==> src/rtl/multdiv_seq.sv <==
// Sequencer for the shared iterative multiply/divide datapath.
// Latches operands, steps the datapath, and captures result/exception.
module multdiv_seq #(
    parameter int MULT_STEPS = 16,
    parameter int DIV_STEPS  = 32,
    parameter int COUNT_W    = 6
) (
    input  logic               clk,
    input  logic               reset,
    input  logic               ctrl_MULT,
    input  logic               ctrl_DIV,
    input  logic [31:0]        operandA,
    input  logic [31:0]        operandB,
    output logic [31:0]        op_a_q,
    output logic [31:0]        op_b_q,
    output logic               is_mult,
    output logic               init,
    output logic               step_en,
    output logic [COUNT_W-1:0] count,
    input  logic [31:0]        dp_result,
    input  logic               dp_overflow,
    output logic [31:0]        data_result,
    output logic               data_exception,
    output logic               data_resultRDY,
    output logic               busy
);

    typedef enum logic [1:0] {
        IDLE = 2'd0,
        INIT = 2'd1,
        RUN  = 2'd2,
        DONE = 2'd3
    } state_e;

    localparam logic [COUNT_W-1:0] MULT_LAST = COUNT_W'(MULT_STEPS - 1);
    localparam logic [COUNT_W-1:0] DIV_LAST  = COUNT_W'(DIV_STEPS - 1);

    state_e             state_q, state_d;
    logic [31:0]        op_a_d, op_b_d;
    logic               is_mult_q, is_mult_d;
    logic               dz_q, dz_d;
    logic [COUNT_W-1:0] count_q, count_d;
    logic               init_q, init_d;
    logic               step_en_q, step_en_d;
    logic               busy_q, busy_d;
    logic [31:0]        result_q, result_d;
    logic               exc_q, exc_d;
    logic               rdy_q, rdy_d;

    logic               start;
    logic [COUNT_W-1:0] last;

    assign start = ctrl_MULT | ctrl_DIV;
    assign last  = is_mult_q ? MULT_LAST : DIV_LAST;

    always_comb begin
        state_d   = state_q;
        op_a_d    = op_a_q;
        op_b_d    = op_b_q;
        is_mult_d = is_mult_q;
        dz_d      = dz_q;
        count_d   = '0;
        result_d  = result_q;
        exc_d     = exc_q;
        rdy_d     = 1'b0;

        // A start aborts whatever is in flight, including a pending capture.
        if (start) begin
            state_d   = INIT;
            op_a_d    = operandA;
            op_b_d    = operandB;
            is_mult_d = ctrl_MULT;
            dz_d      = 1'b0;
            result_d  = '0;
            exc_d     = 1'b0;
        end else begin
            unique case (state_q)
                IDLE: begin
                    state_d = IDLE;
                end
                INIT: begin
                    if (!is_mult_q && (op_b_q == '0)) begin
                        dz_d    = 1'b1;
                        state_d = DONE;
                    end else begin
                        state_d = RUN;
                    end
                end
                RUN: begin
                    if (count_q >= last) begin
                        state_d = DONE;
                    end else begin
                        count_d = count_q + 1'b1;
                    end
                end
                DONE: begin
                    state_d  = IDLE;
                    result_d = dz_q ? '0 : dp_result;
                    exc_d    = dz_q | (is_mult_q & dp_overflow);
                    rdy_d    = 1'b1;
                end
                default: begin
                    state_d = IDLE;
                end
            endcase
        end

        init_d    = (state_d == INIT);
        step_en_d = (state_d == RUN);
        busy_d    = (state_d != IDLE);
    end

    always_ff @(posedge clk) begin
        if (reset) begin
            state_q   <= IDLE;
            op_a_q    <= '0;
            op_b_q    <= '0;
            is_mult_q <= 1'b0;
            dz_q      <= 1'b0;
            count_q   <= '0;
            init_q    <= 1'b0;
            step_en_q <= 1'b0;
            busy_q    <= 1'b0;
            result_q  <= '0;
            exc_q     <= 1'b0;
            rdy_q     <= 1'b0;
        end else begin
            state_q   <= state_d;
            op_a_q    <= op_a_d;
            op_b_q    <= op_b_d;
            is_mult_q <= is_mult_d;
            dz_q      <= dz_d;
            count_q   <= count_d;
            init_q    <= init_d;
            step_en_q <= step_en_d;
            busy_q    <= busy_d;
            result_q  <= result_d;
            exc_q     <= exc_d;
            rdy_q     <= rdy_d;
        end
    end

    assign is_mult        = is_mult_q;
    assign init           = init_q;
    assign step_en        = step_en_q;
    assign count          = count_q;
    assign busy           = busy_q;
    assign data_result    = result_q;
    assign data_exception = exc_q;
    assign data_resultRDY = rdy_q;

endmodule

==> config.mk <==
export PLATFORM = sky130hd
export DESIGN_NAME = multdiv_seq
export DESIGN_NICKNAME = d
export VERILOG_FILES = /design/src/rtl/multdiv_seq.sv
export SDC_FILE = /design/constraint.sdc
export NUM_CORES = 1
export LEC_CHECK = 0
export CORE_MARGIN = 10
export CORE_UTILIZATION = 35
export DETAILED_ROUTE_END_ITERATION = 10
export GPL_TIMING_DRIVEN = 0
export PLACE_DENSITY = 0.72
export SLEW_MARGIN = 0
export SYNTH_ARGS = -nofsm -noshare
export SYNTH_HDL_FRONTEND = slang
export SYNTH_SLANG_ARGS = --single-unit
export TNS_END_PERCENT = 30
==> constraint.sdc <==
create_clock -name clk -period 3.75 [get_ports clk]
set_clock_uncertainty 0.2 [all_clocks]
set_input_delay 0.5625 -clock clk [delete_from_list [all_inputs] [get_ports clk]]
set_output_delay 0.5625 -clock clk [all_outputs]
set_load 0.05 [all_outputs]
==> impl_metrics.ini <==
[status]
status = finished, final reports clean

[routing]
antenna_left = 0
firstDrtPassIters = 4
routed_wl_um = 14650
vias = 4118
drt-initial-drc-count = 158
via_per_inst = 4.777
wl_per_cell_um = 17.00
drc_errors = 0

[floorplanning]
initial_core_util_pct = 35.92
coreArea_sq_mm = 0.01152
std_cell_rows = 39
die_y_um = 128.7
die_area_sq_mm = 0.01657
die_w_um = 128.7
io_pins = 209

[setup_path]
worst-path-buf-inv = 1
crit_slowest_cell = clkdlybuf4s50_1
end_kind = output port
cp.required_ns = 2.99
crit_chain = clkdlybuf4s50_1
slowest_delay_ns = 0.86
critPathMaxFanout = 5
cp_top_family = buffers and inverters
worstSetupPathType = register to output port
worstSetupStartpointType = register
cp.arrival_ns = 1.64

[grt]
grt_pass1_vias = 4303
grt_usage_pct = 16.93
antenna_found_initial = 0
grt-ovfl-total = 0
grt_max_degree = 17
grt_pass1_wl_um = 22430

[synth]
ys_warn_count = 0
synth_cell_types = 28
synth.avg_cell_area_sq_um = 8.340
synth.net_count = 603
synth_top_area_share_pct = 53.72
syn_area_sq_mm = 0.004136
yosysTopAreaCell = dfxtp_1
ys_seq_area_share_pct = 53.72
synth_area_leaders = dfxtp_1 54%, a21oi_1 12%, nand2_1 12%, nor2b_1 5.0%, nor2_2 3.2%
synth_cells = 496
ys_ff_latch = 111

[clocking]
ctsResizeCount = 0
clockBufferDepth = 2
path_clk_slew_ns = 0.07
clock-sinks = 111
post_cts_buffers = 0
postCtsHoldBufs = 0
cts_buffers = 9
cts_tree = done
cts_root_buf = clkbuf_16
clkLatencyLatePin_ns = 0.35
ctsHtreeMaxLevel = 3

[placed_design]
hpwl_um = 11780
numPortBuffers = 207
place_congestion = 0.7904
dp_cells = 846
place_area_sq_mm = 0.006387

[sta]
rsz0062_at_grt = false
worstMarginPinSlew_ns = 0.5754
max_freq_mhz = 416.9
drv_slew = 0
slew_headroom_pct = 61.52
setup_viol = 0
fin_crit_ns = 2.398
finalSetupTns_ns = 0
hold_viol = 0
final.period_utilization_pct = 63.96

[cells_and_area]
multiInputGateArea_sq_mm = 0.001727
final_common_cell = clkdlybuf4s50_1
regArea_sq_mm = 0.002222
syn_to_final_growth_pct = 61.92
final_area_sq_mm = 0.006698
final.fill_count = 1075
insertedDiodeCount = 0
final_cell_mix = 207 x clkdlybuf4s50_1, 130 x nand2_1, 111 x dfxtp_1
drive_above_1_share_pct = 8.206
final_cells = 862
fin_nets = 821

[power]
ir_worst_vdd_mv = 0.2757
p_leak_nw = 2.576
p_per_area_mw_per_mm2 = 409.6

[flow_run]
cap_violations = 0

[min_path]
hold_path.class = register to register
==> cell families (layout without fill, tap and decap cells) <==
family	Yosys count	count (layout)	synth area share, %
simple gates	233	233	26.04
xor+xnor	3	3	0.6353
fa+ha+maj	6	6	1.815
buf+inv	38	261	4.537
compound gates	105	105	13.25
flops	111	111	53.72
==> state kept, by name, indices dropped and copies added, names as in the netlist, 2 cells and up <==
register / count
data_result: 32
op_a_q: 32
count: 6
state_q: 2
op_b_q: 32
==> stage by stage <==
stage / utilization (%) / power [W] / setup slack [ns] / hold WS (ns)
5_1_grt: 58.16 / 0.002842 / 1.301 / 0.2718
3_5_place_dp: 55.46 / 0.001779 / 1.418 / 0.2422
4_1_cts: 58.16 / 0.002768 / 1.335 / 0.2516
6_report: 58.16 / 0.002744 / 1.352 / 0.2487
3_3_place_gp: 55.46 / 0.001772 / 1.484 / 0.2371
2_1_floorplan: - / 0.001540 / 1.861 / 0.2409
==> per-layer routing <==
layer / up-vias / track usage (%) / routed length (um)
met5: - / 0 / 0
met4: 0 / 5.552 / 180
met3: 15 / 9.938 / 2106
met2: 171 / 28.43 / 6763
met1: 1879 / 17.39 / 5600
li1: 2053 / - / -
==> cell type report <==
type | instances | share of cell area (%)
buffer | 33 | 2.522
tap | 143 | 2.671
timing repair buffer | 207 | 30.94
multi-input combinational | 347 | 25.78
sequential | 111 | 33.18
clock inverter | 3 | 0.5978
clock buffer | 13 | 4.035
inverter | 5 | 0.2802
==> cells in the mapped netlist <==
cell	count
nand2_1	130
dfxtp_1	111
a21oi_1	99
nor2b_1	33
nor2_1	27
nor2_2	21
buf_2	18
clkbuf_1	11
nor4_1	7
ha_1	6
inv_1	5
and2_1	3
buf_6	3
nand4_1	3
a211oi_1	2
a31oi_1	2
and4_1	2
nand3_1	2
xor2_1	2
a41oi_1	1
a41oi_2	1
buf_1	1
nand3b_1	1
nor3_1	1
nor3_4	1
or2_1	1
or3_1	1
xnor2_1	1
==> worst paths after layout <==
check / cells past startpoint / slack [ns] / to / from
worst max register to register: 5 / 1.91 / data_result[28] / state_q[0]
worst max-delay path: 1 / 1.35 / is_mult / is_mult
worst min-delay path: 2 / 0.25 / op_a_q[17] / op_a_q[17]
worst min register to register: 2 / 0.25 / op_a_q[17] / op_a_q[17]
==> report_power, final <==
part / leakage (nW) / internal [W] / total (W) / switching, W
logic: 1.51 / 0.000207 / 0.000492 / 0.000285
registers: 0.911 / 0.00123 / 0.00126 / 0.0000332
clock network: 0.156 / 0.000571 / 0.000993 / 0.000422
Power figures use the tool's default switching activity.
